## config.mk

```make
export PLATFORM = sky130hd
export DESIGN_NAME = sm3_msg_padder
export DESIGN_NICKNAME = d
export VERILOG_FILES = /design/src/rtl/sm3_pkg.sv /design/src/rtl/sm3_blk_buf.sv /design/src/rtl/sm3_msg_padder.sv
export SDC_FILE = /design/constraint.sdc
export NUM_CORES = 1
export LEC_CHECK = 0
export CAP_MARGIN = 20
export CORE_ASPECT_RATIO = 0.9
export CORE_MARGIN = 5
export CORE_UTILIZATION = 60
export DETAILED_ROUTE_END_ITERATION = 16
export GPL_TIMING_DRIVEN = 0
export PLACE_DENSITY = 0.78
export SLEW_MARGIN = 20
export SYNTH_ARGS = -nofsm -noshare
export SYNTH_HDL_FRONTEND = slang
export SYNTH_SLANG_ARGS = --single-unit
```

## constraint.sdc

```tcl
create_clock -name clk -period 4.65 [get_ports clk]
set_input_delay 0.93 -clock clk [delete_from_list [all_inputs] [get_ports clk]]
set_output_delay 0.93 -clock clk [all_outputs]
set_load 0.05 [all_outputs]
```

## src/rtl/sm3_pkg.sv

```systemverilog
// Shared definitions for the SM3 message padder: FSM states, core command
// bit positions, the padding marker byte and the last-word padding helper.
package sm3_pkg;

    localparam int unsigned BLK_WORDS   = 16;
    localparam int unsigned CMD_RD      = 0;
    localparam int unsigned CMD_WR      = 1;
    localparam int unsigned CMD_CONT    = 2;
    localparam int unsigned STATUS_BUSY = 3;
    localparam logic [7:0]  PAD_BYTE    = 8'h80;

    typedef enum logic [3:0] {
        StIdle,
        StFill,
        StPad,
        StLen,
        StIssue,
        StStream,
        StWaitHi,
        StWaitLo,
        StRead
    } pad_state_e;

    // Keep the valid MSB-aligned bytes of the final word, drop 0x80 right
    // after them and zero the rest; a full word (0) passes through unchanged.
    function automatic logic [31:0] pad_last_word(input logic [31:0] data,
                                                  input logic [1:0]  nbytes);
        logic [31:0] w;
        case (nbytes)
            2'd1:    w = {data[31:24], PAD_BYTE, 16'h0000};
            2'd2:    w = {data[31:16], PAD_BYTE, 8'h00};
            2'd3:    w = {data[31:8], PAD_BYTE};
            default: w = data;
        endcase
        return w;
    endfunction

endpackage

```

## src/rtl/sm3_blk_buf.sv

```systemverilog
// 16x32 block buffer: indexed write port plus a sequential read pointer used
// to stream a completed block to the SM3 core.
module sm3_blk_buf
    import sm3_pkg::*;
(
    input  logic        clk,
    input  logic        reset,
    input  logic        wr_en,
    input  logic [3:0]  wr_idx,
    input  logic [31:0] wr_data,
    input  logic        rd_start,
    input  logic        rd_adv,
    output logic [3:0]  rd_idx,
    output logic [31:0] rd_data
);

    logic [31:0] mem_q [BLK_WORDS];
    logic [3:0]  rd_ptr_q;

    // Word storage and read pointer; rd_start rewinds to word 0.
    always_ff @(posedge clk or negedge reset) begin
        if (!reset) begin
            for (int unsigned i = 0; i < BLK_WORDS; i++) begin
                mem_q[i] <= '0;
            end
            rd_ptr_q <= '0;
        end else begin
            if (wr_en) begin
                mem_q[wr_idx] <= wr_data;
            end
            if (rd_start) begin
                rd_ptr_q <= '0;
            end else if (rd_adv) begin
                rd_ptr_q <= rd_ptr_q + 4'd1;
            end
        end
    end

    assign rd_idx  = rd_ptr_q;
    assign rd_data = mem_q[rd_ptr_q];

endmodule

```

## src/rtl/sm3_msg_padder.sv

```systemverilog
// SM3 message padder: collects a big-endian word stream, applies SM3 padding
// (0x80, zero fill, 64-bit bit length) and feeds each 512-bit block to the
// compression core, waiting on the core's busy flag between blocks.
// Optional: define SM3_PAD_AUTO_READ_EN to issue the core read command
// together with done after the final block.
module sm3_msg_padder
    import sm3_pkg::*;
#(
    parameter int unsigned LEN_W = 64
) (
    input  logic        clk,
    input  logic        reset,
    input  logic [31:0] s_data,
    input  logic        s_valid,
    input  logic        s_last,
    input  logic [1:0]  s_nbytes,
    output logic        s_ready,
    output logic [31:0] core_din,
    output logic [2:0]  core_cmd,
    output logic        core_cmd_w,
    input  logic [3:0]  core_status,
    output logic        done,
    output logic        len_ovf
);

    localparam logic [4:0] WIDX_FULL = 5'd16;
    localparam logic [4:0] WIDX_LEN  = 5'd14;

    pad_state_e       state_q, state_d;
    logic [4:0]       widx_q, widx_d;
    logic [LEN_W-1:0] len_q, len_d;
    logic             len_ovf_q, len_ovf_d;
    logic             first_q, first_d;
    logic             final_q, final_d;
    logic             msg_end_q, msg_end_d;   // whole message received
    logic             pad80_q, pad80_d;       // 0x80 still owed as next word's MSB
    logic             ready_en_q;             // holds off s_ready until after reset

    logic             buf_we;
    logic [31:0]      buf_wdata;
    logic             rd_start, rd_adv;
    logic [3:0]       rd_idx;
    logic [31:0]      rd_data;

    logic [2:0]       nbytes_eff;
    logic [5:0]       add_bits;
    logic [LEN_W:0]   len_sum;
    logic [63:0]      len_field;
    logic             unused_status;

    assign unused_status = ^core_status[2:0];
    assign len_ovf       = len_ovf_q;

    sm3_blk_buf u_blk_buf (
        .clk      (clk),
        .reset    (reset),
        .wr_en    (buf_we),
        .wr_idx   (widx_q[3:0]),
        .wr_data  (buf_wdata),
        .rd_start (rd_start),
        .rd_adv   (rd_adv),
        .rd_idx   (rd_idx),
        .rd_data  (rd_data)
    );

    // Bit-length bookkeeping: the adder's carry out flags counter wrap.
    always_comb begin
        nbytes_eff = (s_nbytes == 2'd0) ? 3'd4 : {1'b0, s_nbytes};
        add_bits   = s_last ? {nbytes_eff, 3'b000} : 6'd32;
        len_sum    = {1'b0, len_q} + (LEN_W + 1)'(add_bits);
        len_field  = '0;
        len_field[LEN_W-1:0] = len_q;
    end

    // State register and per-message context.
    always_ff @(posedge clk or negedge reset) begin
        if (!reset) begin
            state_q    <= StIdle;
            widx_q     <= '0;
            len_q      <= '0;
            len_ovf_q  <= 1'b0;
            first_q    <= 1'b1;
            final_q    <= 1'b0;
            msg_end_q  <= 1'b0;
            pad80_q    <= 1'b0;
            ready_en_q <= 1'b0;
        end else begin
            state_q    <= state_d;
            widx_q     <= widx_d;
            len_q      <= len_d;
            len_ovf_q  <= len_ovf_d;
            first_q    <= first_d;
            final_q    <= final_d;
            msg_end_q  <= msg_end_d;
            pad80_q    <= pad80_d;
            ready_en_q <= 1'b1;
        end
    end

    // Next-state, buffer writes and core interface outputs.
    always_comb begin
        state_d    = state_q;
        widx_d     = widx_q;
        len_d      = len_q;
        len_ovf_d  = len_ovf_q;
        first_d    = first_q;
        final_d    = final_q;
        msg_end_d  = msg_end_q;
        pad80_d    = pad80_q;
        buf_we     = 1'b0;
        buf_wdata  = '0;
        rd_start   = 1'b0;
        rd_adv     = 1'b0;
        s_ready    = 1'b0;
        core_din   = '0;
        core_cmd   = '0;
        core_cmd_w = 1'b0;
        done       = 1'b0;

        unique case (state_q)
            StIdle, StFill: begin
                s_ready = ready_en_q;
                if (s_valid && ready_en_q) begin
                    buf_we  = 1'b1;
                    widx_d  = widx_q + 5'd1;
                    len_d   = len_sum[LEN_W-1:0];
                    state_d = StFill;
                    if (len_sum[LEN_W]) begin
                        len_ovf_d = 1'b1;
                    end
                    if (s_last) begin
                        buf_wdata = pad_last_word(s_data, s_nbytes);
                        pad80_d   = (s_nbytes == 2'd0);
                        msg_end_d = 1'b1;
                        state_d   = StPad;
                    end else begin
                        buf_wdata = s_data;
                        if (widx_q == WIDX_FULL - 5'd1) begin
                            state_d = StIssue;
                        end
                    end
                end
            end
            StPad: begin
                if (widx_q == WIDX_FULL) begin
                    // Length does not fit: ship this block, pad a second one.
                    state_d = StIssue;
                end else if (pad80_q) begin
                    buf_we    = 1'b1;
                    buf_wdata = {PAD_BYTE, 24'h000000};
                    widx_d    = widx_q + 5'd1;
                    pad80_d   = 1'b0;
                end else if (widx_q == WIDX_LEN) begin
                    state_d = StLen;
                end else begin
                    buf_we = 1'b1;
                    widx_d = widx_q + 5'd1;
                end
            end
            StLen: begin
                buf_we    = 1'b1;
                buf_wdata = widx_q[0] ? len_field[31:0] : len_field[63:32];
                widx_d    = widx_q + 5'd1;
                if (widx_q[0]) begin
                    final_d = 1'b1;
                    state_d = StIssue;
                end
            end
            StIssue: begin
                core_cmd_w         = 1'b1;
                core_cmd[CMD_WR]   = 1'b1;
                core_cmd[CMD_CONT] = ~first_q;
                rd_start           = 1'b1;
                state_d            = StStream;
            end
            StStream: begin
                core_din = rd_data;
                rd_adv   = 1'b1;
                if (rd_idx == 4'd15) begin
                    state_d = StWaitHi;
                end
            end
            StWaitHi: begin
                if (core_status[STATUS_BUSY]) begin
                    state_d = StWaitLo;
                end
            end
            StWaitLo: begin
                if (!core_status[STATUS_BUSY]) begin
                    first_d = 1'b0;
                    widx_d  = '0;
                    if (final_q) begin
                        first_d   = 1'b1;
                        len_d     = '0;
                        final_d   = 1'b0;
                        msg_end_d = 1'b0;
`ifdef SM3_PAD_AUTO_READ_EN
                        state_d   = StRead;
`else
                        done      = 1'b1;
                        state_d   = StIdle;
`endif
                    end else begin
                        state_d = msg_end_q ? StPad : StFill;
                    end
                end
            end
            StRead: begin
                core_cmd_w       = 1'b1;
                core_cmd[CMD_RD] = 1'b1;
                done             = 1'b1;
                state_d          = StIdle;
            end
            default: state_d = StIdle;
        endcase
    end

endmodule

```

==> impl_metrics.sql <==
INSERT INTO impl_metrics (metric_group, metric, value, unit) VALUES
('outcome', 'status', 'finished, final reports clean', ''),
('worst_setup_path', 'maximum_fanout_encountered_on_the_critical_timing_path', '10', ''),
('synthesis', 'synth.yosys.warnings', '0', ''),
('worst_setup_path', 'crit_path_arrival_time', '3.64', 'ns'),
('global_route', 'grt_pass1_wl', '130800', 'um'),
('clocking', 'tritoncts.num_buffers', '57', ''),
('pwr', 'power', '13550', 'uW'),
('pwr', 'power_density_over_cell_area', '436.8', 'nW/um^2'),
('sta', 'worst_clock_skew', '0.03495', 'ns'),
('place', 'placed_cell_area', '29140', 'um^2'),
('finish', 'post-route-cell-area', '31030', 'um^2'),
('clocking', 'post_cts_buffers', '0', ''),
('clocking', 'cts_buffer_depth', '3', ''),
('finish', 'layout_overhead_on_the_synthesized_area', '13.07', '%'),
('finish', 'final_antenna_diode_count', '0', ''),
('synthesis', 'count_of_flip_flops_with_a_built_in_enable_after_synthesis', '0', ''),
('global_route', 'antenna_found_initial', '0', ''),
('synthesis', 'postSynthAreaPerCell', '10.64', 'um^2'),
('pwr', 'p_clk_share', '34.4', '%'),
('clocking', 'tritoncts', 'done', ''),
('synthesis', 'synth_top_flop_cell', 'dfrtp_1', ''),
('floorplan', 'std_cell_rows', '74', ''),
('sta', 'timing_worst_slew_pin_value', '1.177', 'ns'),
('worst_setup_path', 'nature_of_the_critical_path_startpoint', 'flip-flop', ''),
('finish', 'num-fill-cells', '3321', ''),
('job', 'max_cap_violations', '0', ''),
('clocking', 'clock_slew_seen_by_the_registers_of_the_worst_setup_and_hold_paths', '0.06', 'ns'),
('drt', 'drc', '0', ''),
('synthesis', 'synthArstFlopShare', '100.0', '%'),
('finish', 'num-nets-final', '2773', ''),
('floorplan', 'start_util', '60.61', '%'),
('finish', 'multi_input_area', '11760', 'um^2'),
('place', 'post-dp-hpwl', '58960', 'um'),
('floorplan', 'io_pins', '81', ''),
('synthesis', 'synth_cell_area', '27440', 'um^2'),
('synthesis', 'netlist-cell-type-count', '70', ''),
('finish', 'drive_gt1_share', '12.71', '%'),
('place', 'port_buffers', '76', ''),
('worst_setup_path', 'worstPathRequired', '3.72', 'ns'),
('sta', 'fin_crit', '4.574', 'ns'),
('drt', 'drt_pre_antenna_iters', '5', ''),
('floorplan', 'dieWidth', '235.4', 'um'),
('drt', 'drt-wirelength-per-cell', '24.76', 'um'),
('pwr', 'cell_internal_pwr', '9123', 'uW'),
('floorplan', 'core_region_area', '45280', 'um^2'),
('clocking', 'cts.sinks', '591', ''),
('sta', 'final-max-slew-violation-count', '0', ''),
('global_route', 'largest_net_degree_at_the_start_of_global_routing', '105', ''),
('sta', 'post_route_fraction_of_the_period_consumed_by_the_critical_path', '98.37', '%'),
('sta', 'rsz_0062_raised_after_global_routing', 'no', ''),
('synthesis', 'postSynthRegisterBits', '591', ''),
('drt', 'vias', '22140', ''),
('drt', 'detailedRoute.firstIterationViolations', '2532', ''),
('sta', 'report.final.setup_viol', '0', ''),
('pwr', 'sw_frac_of_total', '32.67', '%'),
('place', 'gpl.final_weighted_congestion', '0.9339', ''),
('drt', 'routed_vias_inst', '6.570', ''),
('clocking', 'cts_max_level', '2', ''),
('drt', 'final_antenna_net_count', '0', ''),
('worst_setup_path', 'category_of_the_most_critical_setup_path', 'reg2out', ''),
('sta', 'final_hold_vio_count', '0', ''),
('sta', 'slew_headroom', '20.99', '%'),
('finish', 'layout.area.seq', '14790', 'um^2'),
('floorplan', 'die-height', '212.9', 'um'),
('worst_setup_path', 'worst_setup_path_end_kind', 'output pin', ''),
('pwr', 'ir_worst_vdd', '0.0003031', 'V'),
('min_path', 'holdCritPathClass', 'in2async', ''),
('drt', 'totalWireLength', '83430', 'um'),
('synthesis', 'seq_area_frac_synth', '53.90', '%'),
('synthesis', 'netlist_instances', '2579', ''),
('floorplan', 'dieArea', '50120', 'um^2'),
('pwr', 'seqPwrFrac', '41.0', '%'),
('clocking', 'clock_tree.root_cell', 'clkbuf_16', ''),
('global_route', 'grt_overflow', '0', ''),
('synthesis', 'postSynthNetCount', '2632', ''),
('global_route', 'grt_usage', '33.54', '%'),
('global_route', 'grt_pass1_vias', '22770', ''),
('pwr', 'net_sw_power', '4427', 'uW'),
('pwr', 'cellLeakagePower', '0.01308', 'uW'),
('pwr', 'comb_power_share', '24.6', '%'),
('clocking', 'clk_latency', '0.64', 'ns'),
('sta', 'fmax', '0.2186', 'GHz');
==> power groups by stage <==
| stage | clock (uW) | combinational [uW] | sequential (uW) |
|---|---|---|---|
| 2_1_floorplan | 0 | 2120 | 5580 |
| 3_3_place_gp | 0 | 3130 | 5640 |
| 3_5_place_dp | 0 | 3230 | 5640 |
| 4_1_cts | 4680 | 3270 | 5550 |
| 5_1_grt | 4890 | 3540 | 5580 |
| 6_report | 4660 | 3330 | 5560 |
==> metrics by stage <==
step | worst slack (ns) | cells | TNS [ns] | utilization, % | hold WS, ns
final | 0.07591 | 3370 | 0 | 68.53 | 0.1428
after CTS | 0.003298 | 3370 | 0 | 68.50 | 0.1296
after floorplan | 1.374 | 2579 | 0 | - | 0.4446
after detailed placement | -0.006950 | 3269 | -0.006950 | 64.35 | 0.4652
after global placement | -22.36 | 3263 | - | 63.97 | 0.4559
after global routing | 0.01849 | 3370 | 0 | 68.53 | 0.1519
==> kinds of logic after synthesis <==
logic type      Yosys count  synth area share (%)
mux                     191                 14.27
fa+ha+maj                11                0.5289
buf+inv                 227                 3.292
other cells               2               0.02737
compound gates          685                 13.14
xor+xnor                 22                0.7022
flops                   591                 53.90
simple gates            850                 14.14
==> registers in the layout, summed over array words and instances (netlist names), 3 cells and up <==
register / flops
len_field: 61
state_q: 3
u_blk_buf.mem_q: 512
u_blk_buf.rd_idx: 4
widx_q: 5
==> critical path: stages (launching register included) <==
cell             delay, ns
dfrtp_1               0.37
clkbuf_1              0.29
clkdlybuf4s15_2       0.61
mux4_2                0.58
mux4_2                0.48
nor2b_1               0.21
dlygate4sd2_1         0.47
==> cell type report <==
cell class,count,area share (%)
inverters,12,0.1452
clock buffers,87,5.476
repair buffers,83,2.891
multi-input cells,1761,37.89
plain buffers,214,2.952
flip-flops and latches,591,47.67
well taps,608,2.452
clock inverters,14,0.5202
==> Yosys cell counts, drive strengths merged, types with 18 or more instances <==
master  number  area share, %
nor2        63           0.86
o21ai      552             10
mux2i       29            1.1
dfrtp      590             54
nand3       27           0.53
or2         28           0.64
mux4       160             13
xor2        18           0.57
clkbuf     176            2.4
buf         39           0.72
a21oi       75            1.4
or3         18           0.41
nand2      557            7.6
nor2b       36           0.82
o31ai       21           0.57
nand4       30           0.79
==> per-layer routing <==
layer,GRT usage [%],share of wire (%),wire length (um)
met3,8.175,9.7,8100
met1,45.20,39,32430
met5,0,0,0
met2,53.08,47,39050
met4,14.89,4.6,3848
==> what timing repair did <==
action	4_1_cts	5_1_grt
gates cloned	0	0
endpoints found under the setup margin	32	32
gates resized for setup	62	5
hold buffers	0	0
==> path summary, 6_finish.rpt <==
kind                                      startpoint              endpoint  slack [ns]  cells after the start
worst max-delay path             u_blk_buf.rd_idx[0]           core_din[0]        0.08                      6
max in group asynchronous                      reset  u_blk_buf.mem_q[221]        2.79                      4
worst max register to register             widx_q[0]   u_blk_buf.mem_q[57]        0.86                     11
worst min-delay path                           reset  u_blk_buf.mem_q[361]        0.14                      1
worst min register to register  u_blk_buf.mem_q[297]  u_blk_buf.mem_q[297]        0.48                      2
min in group clk                u_blk_buf.mem_q[297]  u_blk_buf.mem_q[297]        0.48                      2
==> cells in the final DEF (no fill, tap or decap), drive strengths merged, types with 4 or more instances in the layout <==
cell and instances:
a21oi 75, and2 10, and3 9, and4 4, buf 42, clkbuf 266
clkdlybuf4s15 5, clkdlybuf4s50 43, clkinv 10, dfrtp 590, dlygate4sd2 28, ha 10
inv 12, mux2i 29, mux4 160, nand2 557, nand2b 7, nand3 27
nand4 30, nor2 63, nor2b 36, nor3 16, nor4 13, o21ai 552
o31ai 21, o41ai 5, or2 28, or3 18, or4 16, xnor2 4
xor2 18
Note: power is estimated with default switching activity, not from simulation.
